File: src/rtl/commit_trace_pkg.sv
// Shared types and default parameters for the commit trace buffer.
// Record layout, destination kinds and checker FSM states live here.
package commit_trace_pkg;

    localparam int CT_NRET    = 2;
    localparam int CT_XLEN    = 64;
    localparam int CT_DEPTH   = 16;
    localparam int CT_ORDER_W = 10;

    typedef enum logic [1:0] {
        DEST_NONE = 2'd0,
        DEST_GPR  = 2'd1,
        DEST_FPR  = 2'd2,
        DEST_VPR  = 2'd3
    } dest_type_e;

    typedef enum logic [1:0] {
        ST_IDLE = 2'd0,
        ST_RUN  = 2'd1,
        ST_DONE = 2'd2
    } state_e;

    typedef struct packed {
        logic [CT_XLEN-1:0]    pc;
        logic [31:0]           insn;
        logic [CT_ORDER_W-1:0] order;
        dest_type_e            dest_type;
        logic [7:0]            dest_idx;
        logic                  halt;
    } commit_rec_t;

endpackage

File: src/rtl/commit_trace_fifo.sv
// Multi-push (up to NRET per cycle), single-pop circular buffer of records.
// Ports: clk, rst, push_cnt_i/push_rec_i (compacted), pop_i, head_o, occupancy_o.
module commit_trace_fifo
    import commit_trace_pkg::*;
#(
    parameter int  NRET  = CT_NRET,
    parameter int  DEPTH = CT_DEPTH,
    localparam int CW    = $clog2(NRET + 1),
    localparam int PW    = $clog2(DEPTH),
    localparam int OW    = PW + 1
) (
    input  logic          clk,
    input  logic          rst,
    input  logic [CW-1:0] push_cnt_i,
    input  commit_rec_t   push_rec_i [NRET],
    input  logic          pop_i,
    output commit_rec_t   head_o,
    output logic [OW-1:0] occupancy_o
);

    logic [PW-1:0] wptr_q, wptr_d;
    logic [PW-1:0] rptr_q, rptr_d;
    logic [OW-1:0] occ_q, occ_d;
    commit_rec_t   mem_q [DEPTH];

    always_comb begin
        wptr_d = wptr_q + PW'(push_cnt_i);
        rptr_d = rptr_q + PW'(pop_i);
        occ_d  = occ_q + OW'(push_cnt_i) - OW'(pop_i);
    end

    always_ff @(posedge clk) begin
        if (rst) begin
            wptr_q <= '0;
            rptr_q <= '0;
            occ_q  <= '0;
        end else begin
            wptr_q <= wptr_d;
            rptr_q <= rptr_d;
            occ_q  <= occ_d;
        end
    end

    // Storage needs no reset: pointers and occupancy define validity.
    always_ff @(posedge clk) begin
        for (int i = 0; i < NRET; i++) begin
            if (!rst && (i < int'(push_cnt_i))) begin
                mem_q[wptr_q + PW'(i)] <= push_rec_i[i];
            end
        end
    end

    assign head_o      = mem_q[rptr_q];
    assign occupancy_o = occ_q;

endmodule

File: src/rtl/commit_trace_buffer.sv
// Commit-trace tap: compacts retire lanes into a FIFO, streams one record
// per cycle, checks order continuity, counts drops, stops after halt.
module commit_trace_buffer
    import commit_trace_pkg::*;
#(
    parameter int  NRET    = CT_NRET,
    parameter int  XLEN    = CT_XLEN,
    parameter int  DEPTH   = CT_DEPTH,
    parameter int  ORDER_W = CT_ORDER_W,
    localparam int OW      = $clog2(DEPTH) + 1
) (
    input  logic                    clk,
    input  logic                    rst,
    input  logic [NRET-1:0]         in_valid,
    input  logic [NRET*XLEN-1:0]    in_pc,
    input  logic [NRET*32-1:0]      in_insn,
    input  logic [NRET*ORDER_W-1:0] in_order,
    input  logic [NRET*2-1:0]       in_dest_type,
    input  logic [NRET*8-1:0]       in_dest_idx,
    input  logic [NRET-1:0]         in_halt,
    output logic                    out_valid,
    input  logic                    out_ready,
    output logic [XLEN-1:0]         out_pc,
    output logic [31:0]             out_insn,
    output logic [ORDER_W-1:0]      out_order,
    output logic [1:0]              out_dest_type,
    output logic [7:0]              out_dest_idx,
    output logic                    out_halt,
    output logic [OW-1:0]           occupancy,
    output logic                    overflow,
    output logic [15:0]             drop_cnt,
    output logic                    order_err,
    output logic [ORDER_W-1:0]      err_expected,
    output logic [ORDER_W-1:0]      err_got,
    output logic                    done
);

    localparam int CW = $clog2(NRET + 1);

    state_e             state_q;
    logic [ORDER_W-1:0] expected_q;
    logic               order_err_q;
    logic [ORDER_W-1:0] err_exp_q, err_got_q;
    logic               overflow_q;
    logic [15:0]        drop_cnt_q;
    logic               done_q;

    commit_rec_t   comp [NRET];
    commit_rec_t   head;
    logic [CW-1:0] k;
    logic [CW-1:0] push_cnt;
    logic [OW-1:0] occ;
    logic          live, fits, drop, pop;
    logic [16:0]   dsum;

    // Valid lanes packed to the front, lane 0 first (oldest).
    always_comb begin
        int n;
        n = 0;
        for (int l = 0; l < NRET; l++) comp[l] = '0;
        for (int l = 0; l < NRET; l++) begin
            if (in_valid[l]) begin
                comp[n].pc        = in_pc[l*XLEN +: XLEN];
                comp[n].insn      = in_insn[l*32 +: 32];
                comp[n].order     = in_order[l*ORDER_W +: ORDER_W];
                comp[n].dest_type = dest_type_e'(in_dest_type[l*2 +: 2]);
                comp[n].dest_idx  = in_dest_idx[l*8 +: 8];
                comp[n].halt      = in_halt[l];
                n++;
            end
        end
        k = CW'(n);
    end

    // Space check uses registered occupancy; a same-cycle pop frees nothing.
    assign live     = (state_q != ST_DONE);
    assign fits     = (OW'(k) <= (OW'(DEPTH) - occ));
    assign push_cnt = (live && fits) ? k : '0;
    assign drop     = live && (k != '0) && !fits;
    assign out_valid = live && (occ != '0);
    assign pop      = out_valid && out_ready;
    assign dsum     = {1'b0, drop_cnt_q} + 17'(k);

    commit_trace_fifo #(
        .NRET  (NRET),
        .DEPTH (DEPTH)
    ) u_fifo (
        .clk         (clk),
        .rst         (rst),
        .push_cnt_i  (push_cnt),
        .push_rec_i  (comp),
        .pop_i       (pop),
        .head_o      (head),
        .occupancy_o (occ)
    );

    always_ff @(posedge clk) begin
        if (rst) begin
            state_q     <= ST_IDLE;
            expected_q  <= '0;
            order_err_q <= 1'b0;
            err_exp_q   <= '0;
            err_got_q   <= '0;
            overflow_q  <= 1'b0;
            drop_cnt_q  <= '0;
            done_q      <= 1'b0;
        end else begin
            if (drop) begin
                overflow_q <= 1'b1;
                drop_cnt_q <= dsum[16] ? 16'hFFFF : dsum[15:0];
            end
            if (pop) begin
                // Resync after every pop so one gap flags only once.
                expected_q <= head.order + 1'b1;
                if (state_q == ST_RUN && head.order != expected_q) begin
                    order_err_q <= 1'b1;
                    if (!order_err_q) begin
                        err_exp_q <= expected_q;
                        err_got_q <= head.order;
                    end
                end
                if (head.halt) begin
                    state_q <= ST_DONE;
                    done_q  <= 1'b1;
                end else begin
                    state_q <= ST_RUN;
                end
            end
        end
    end

    assign out_pc        = out_valid ? head.pc : '0;
    assign out_insn      = out_valid ? head.insn : '0;
    assign out_order     = out_valid ? head.order : '0;
    assign out_dest_type = out_valid ? head.dest_type : DEST_NONE;
    assign out_dest_idx  = out_valid ? head.dest_idx : '0;
    assign out_halt      = out_valid && head.halt;
    assign occupancy     = occ;
    assign overflow      = overflow_q;
    assign drop_cnt      = drop_cnt_q;
    assign order_err     = order_err_q;
    assign err_expected  = err_exp_q;
    assign err_got       = err_got_q;
    assign done          = done_q;

endmodule
File: config.mk
export PLATFORM = sky130hd
export DESIGN_NAME = commit_trace_buffer
export DESIGN_NICKNAME = d
export VERILOG_FILES = /design/src/rtl/commit_trace_pkg.sv /design/src/rtl/commit_trace_fifo.sv /design/src/rtl/commit_trace_buffer.sv
export SDC_FILE = /design/constraint.sdc
export NUM_CORES = 2
export LEC_CHECK = 0
export ABC_CLOCK_PERIOD_IN_PS = 16500
export CORE_MARGIN = 3
export CORE_UTILIZATION = 30
export DETAILED_ROUTE_END_ITERATION = 10
export SYNTH_ARGS = -nofsm -noshare
export SYNTH_HDL_FRONTEND = slang
export SYNTH_SLANG_ARGS = --single-unit
File: constraint.sdc
create_clock -name clk -period 16.5 [get_ports clk]
set_clock_uncertainty 0.15 [all_clocks]
set_input_delay 2.475 -clock clk [delete_from_list [all_inputs] [get_ports clk]]
set_output_delay 2.475 -clock clk [all_outputs]
set_load 0.01 [all_outputs]
# After elaboration in Yosys (flattened, before gate mapping)

Memory sizes are Yosys's and may differ from the RTL's. A register that Yosys moved wholly into a read port is not among the register bits.
Index checks and enable logic that the tools add are counted.

Register bits: 64
Bits in writable memories: 1872
Input bits: 239
Output and inout port bits: 162
Logic and storage cells: 83
Memories: 1

$add $sub $neg: 9
Magnitude comparators: 5
Eq/ne operators: 3
Muxes and demuxes: 35
Bitwise operators: 2
Reduce and logical (&&, ||, !) cells: 17

Memories:

| memory       | depth | width | rd ports | clocked after Yosys merged registers in | write ports | line                    | RTL |
|---|---|---|---|---|---|---|---|
| u_fifo.mem_q | 16    | 117   | 1        | 1                                       | 2           | commit_trace_fifo.sv:24 | `commit_rec_t mem_q [DEPTH];` |

Operator list:

| kind                    | count |
|---|---|
| $bwmux W234             | 6 |
| $demux W117 S1          | 6 |
| $mux W117               | 2 |
| $mux W234               | 1 |
| $mux W64                | 1 |
| $mux W53                | 1 |
| $ge A32 B2 Y1 const B   | 1 |
| $lt A32 B1 Y1 const B   | 1 |
| $mux W32                | 1 |
| $not A32 Y32            | 1 |
| $mux W21                | 1 |
| $add A16 B2 Y17         | 1 |
| $mux W16                | 1 |
| $mux W11                | 1 |
| $add A10 B1 Y10 const B | 1 |
| $logic_and A1 B1 Y1     | 10 |
| $mux W10                | 1 |
| $ne A10 B10 Y1          | 1 |
| $mux W9                 | 1 |
| $mux W2                 | 4 |
| $mux W8                 | 1 |
| $mux W1                 | 6 |
| $add A5 B2 Y5           | 1 |
| $le A2 B5 Y1            | 1 |
| 16 further kinds        | 19 |

# Logic depth before layout (Yosys ltp)

Depth after elaboration: 13
Depth in mapped cells: 17
Gate-level depth less buffers: 16

# By module

A second synthesis with hierarchy kept.

Cells, all modules: 6001
Area, all modules: 98793.5 sq um

By module, submodules not included:

| module              | instances | cells an instance | area an instance (sq um) |
|---|---|---|---|
| commit_trace_fifo   | 1         | 5279              | 93418.3 |
| commit_trace_buffer | 1         | 722               | 5375.2 |

# Least setup slack after synthesis

Ideal clock, no wire load.

Path type: input to register
Start point: input in_valid[0]
End point: memory u_fifo.mem_q[12][0] (netlist bit), enable pin
Arrival: 9.957 ns
Required time: 15.716 ns
Path slack: 5.759 ns
Stages on the path: 14
Buffers on the path: 2
Path through: clkbuf_1 -> inv_1 -> ha_1 -> inv_1 -> ha_1 -> nor2b_1 -> o211ai_1 -> a21oi_1 -> nor2_1 -> nand2_1 -> inv_2 -> nand3_1 -> buf_2 -> o22ai_1

RTL lines:

| what               | line                      | RTL |
|---|---|---|
| start: declaration | commit_trace_buffer.sv:14 | `input logic [NRET-1:0] in_valid,` |
| end: declaration   | commit_trace_fifo.sv:24   |  |

==> run metrics <==
number of buffers inserted to repair setup after CTS 0; DRT antenna net count 0; DR pass1 iterations 5; GRT Util Overall 19.0%; Data arrival, critical path 6.11 ns; pin count of the biggest net entering global routing 134; core occupancy in the finished layout 34.9%; Clock Latency Late Sink 0.90 ns; data required time of the critical path 13.88 ns; total wire length after detailed routing 323 mm; growth of design area from synthesis to finish 15.4%; cells traversed along the worst timing path buf_4, buf_12, buf_4, mux4_2, mux4_2, and2_1, clkdlybuf4s50_1; clock net sink count 1936; Non-Filler Cell Area, Final 112000 um2; core area 320000 um2; Die Width 574 um; number of gates resized after cts 0; top area cells in the synthesized netlist sky130_fd_sc_hd__edfxtp_1, sky130_fd_sc_hd__mux2i_1, sky130_fd_sc_hd__mux4_2; number of distinct library cell variants in the gate-level netlist after synthesis 57; Initial Utilization 30.3%; CTS clk-pin slew, worst paths 0.06 ns; syn avg cell area 16.8 um2; power density normalized to cell area 129 nW/um2; final worst-path cycle share 53.0%; final total negative setup slack 0 ns; startpoint class of the critical path register; Worst Path Class, Setup register to output pin; Avg WL per Cell 31.1 um; full die area 329000 um2; cell count after placement 9980; most used standard cell by instance count after synthesis sky130_fd_sc_hd__mux2i_1; detailed-placement wirelength estimate 176 mm; vias in the first global route 58300; number of nets in the synthesized netlist 6011; average via count per standard cell 5.43; slowest library cell on the worst path sky130_fd_sc_hd__buf_4; number of synthesis warnings 0; global route overflow 0; max_slew headroom 7.95%; Max stage delay on crit path 0.85 ns; LEAKAGE 0.0325 uW; kind of end point of the critical path output pin; placed cell areas 105000 um2; hold crit path type register to register; Post-Place Setup Slack 7.03 ns; number of buffers and inverters on the critical path 4; residual DRC count 0; portion of the post-synthesis area used by sequential elements 59.4%; share of the synthesized area in the top cell type 58.1%; fraction of final layout cells sized beyond drive strength 1 17.8%; number of buffers added to fix hold violations after cts 0; Clock Tree Root sky130_fd_sc_hd__clkbuf_16; max-cap viol count 0; area of all sequential standard cells 57500 um2; shortest clock period the worst path allows after layout 8.74 ns; I/O pins 401; transition at the pin with the smallest max-transition slack 1.38 ns; routed vias 56300; maximum buffer depth of the clock tree 4; Top Family by Delay on Critical Path buffers and inverters; maximum VDD drop 0.115 mV; cts bufs inserted 216; Cell Rows 207; highest achievable clock rate 114 MHz; final worst setup slack 7.76 ns; leading area contributor after synthesis sky130_fd_sc_hd__edfxtp_1; 1st-iter DRT viols 6242; most numerous cell types in the synthesized netlist sky130_fd_sc_hd__mux2i_1, sky130_fd_sc_hd__edfxtp_1, sky130_fd_sc_hd__mux4_2; number of synthesized flops with an enable pin 1872; status finished, final reports clean; register-to-register path setup slack 9.72 ns; leading register cell type out of synthesis sky130_fd_sc_hd__edfxtp_1; synthesized netlist cell count 5749; cell area after technology mapping 96800 um2; Port Buffer Count 400; H-tree depth 4; Seq cells post-synth 1936; antenna violations before repair 32; global-route wire length before repair 452 mm; area of the multi-input gates 36600 um2; fill cell total of the finished layout 30300; final standard cell count with taps included and fillers excluded 10400; Max Fanout on Critical Path 97; final max-slew violation count 0; clock tree from TritonCTS built; final estimated routing congestion in global placement 0.740; Die Span Y 574 um; Nets 6181; share of async-settable or async-resettable flops after synthesis 0%; number of failing setup endpoints in the final timing report 0; setup repair after global routing missed its margin false; count of endpoints failing hold in the final timing report 0
[worst paths after layout]
path                    startpoint             endpoint  cells after the start
max               u_fifo.rptr_q[0]           out_pc[28]                      7
min                           done                 done                      2
max reg2reg  u_fifo.occupancy_o[1]  u_fifo.mem_q[0][71]                     15
min reg2reg                   done                 done                      2
[layer usage]
metal  share of wire, %  vias up  wire length [um]  track usage (%)
met5              0.013        -                43                0
met4                2.6        6              8460             5.08
met3                6.6      451             21300             2.48
met2                 49     2365            158000             32.0
met1                 42    30200            135000             25.7
li1                   -    23300                 -                -
[placed cells by master (no fill, tap or decap), types with 37 or more instances in the layout]
cell / netlist / layout
sky130_fd_sc_hd__dfxtp_1: 64 / 61
sky130_fd_sc_hd__mux2i_1: 1921 / 1921
sky130_fd_sc_hd__clkbuf_16: 0 / 220
sky130_fd_sc_hd__clkinv_1: 1 / 57
sky130_fd_sc_hd__edfxtp_1: 1872 / 1872
sky130_fd_sc_hd__a22oi_1: 118 / 118
sky130_fd_sc_hd__clkbuf_1: 347 / 53
sky130_fd_sc_hd__clkdlybuf4s50_1: 0 / 398
sky130_fd_sc_hd__nand2_1: 142 / 142
sky130_fd_sc_hd__nand2b_1: 37 / 37
sky130_fd_sc_hd__buf_4: 36 / 164
sky130_fd_sc_hd__and2_1: 117 / 117
sky130_fd_sc_hd__nor2_1: 57 / 43
sky130_fd_sc_hd__mux4_2: 570 / 570
[logic make-up after synthesis]
logic type	count (synthesis)	synth area share, %
AO/OA/AOI/OAI	175	1.34
XOR/XNOR	29	0.262
adder cells (fa/ha/maj)	23	0.321
buffers and inverters	653	3.06
flip-flops	1936	59.4
multiplexers	2502	33.3
AND/OR/NAND/NOR	431	2.30
[registers in the layout, indices dropped and copies added, names as in the netlist, 4 cells and up]
| register | count |
|---|---|
| drop_cnt | 16 |
| u_fifo.wptr_q | 4 |
| u_fifo.occupancy_o | 5 |
| u_fifo.mem_q | 1872 |
| err_expected | 10 |
| err_got | 10 |
| u_fifo.rptr_q | 4 |
| expected_q | 10 |
[worst reg2reg max path, delay by kind of cell, from the launching register on]
family / cells / cell delay (ns)
AND/OR/NAND/NOR: 4 / 1.19
buffers and inverters: 6 / 2.72
AO/OA/AOI/OAI: 3 / 1.21
adder cells (fa/ha/maj): 2 / 0.57
flip-flops: 1 / 0.42
[per-stage QoR]
step,hold WS [ns],total power [uW]
final,0.311,14400
after global routing,0.342,15000
after CTS,0.318,14600
after detailed placement,0.300,10100
after global placement,0.295,10000
after floorplan,0.290,8380
[where the power goes]
group / switching, uW / total, uW / internal (uW)
sequential: 102 / 5850 / 5750
combinational: 2160 / 4020 / 1860
clock: 2020 / 4580 / 2560
[cell type report]
type | count | area share [%]
Sequential cell | 1936 | 51.5
Multi-Input combinational cell | 3160 | 32.7
Clock buffer | 273 | 5.11
Timing Repair Buffer | 583 | 5.03
Tap cell | 4284 | 4.80
Clock inverter | 106 | 0.715
Inverter | 22 | 0.0852
Antenna cell | 8 | 0.0179
No activity file was read; power rests on OpenSTA's default activity.
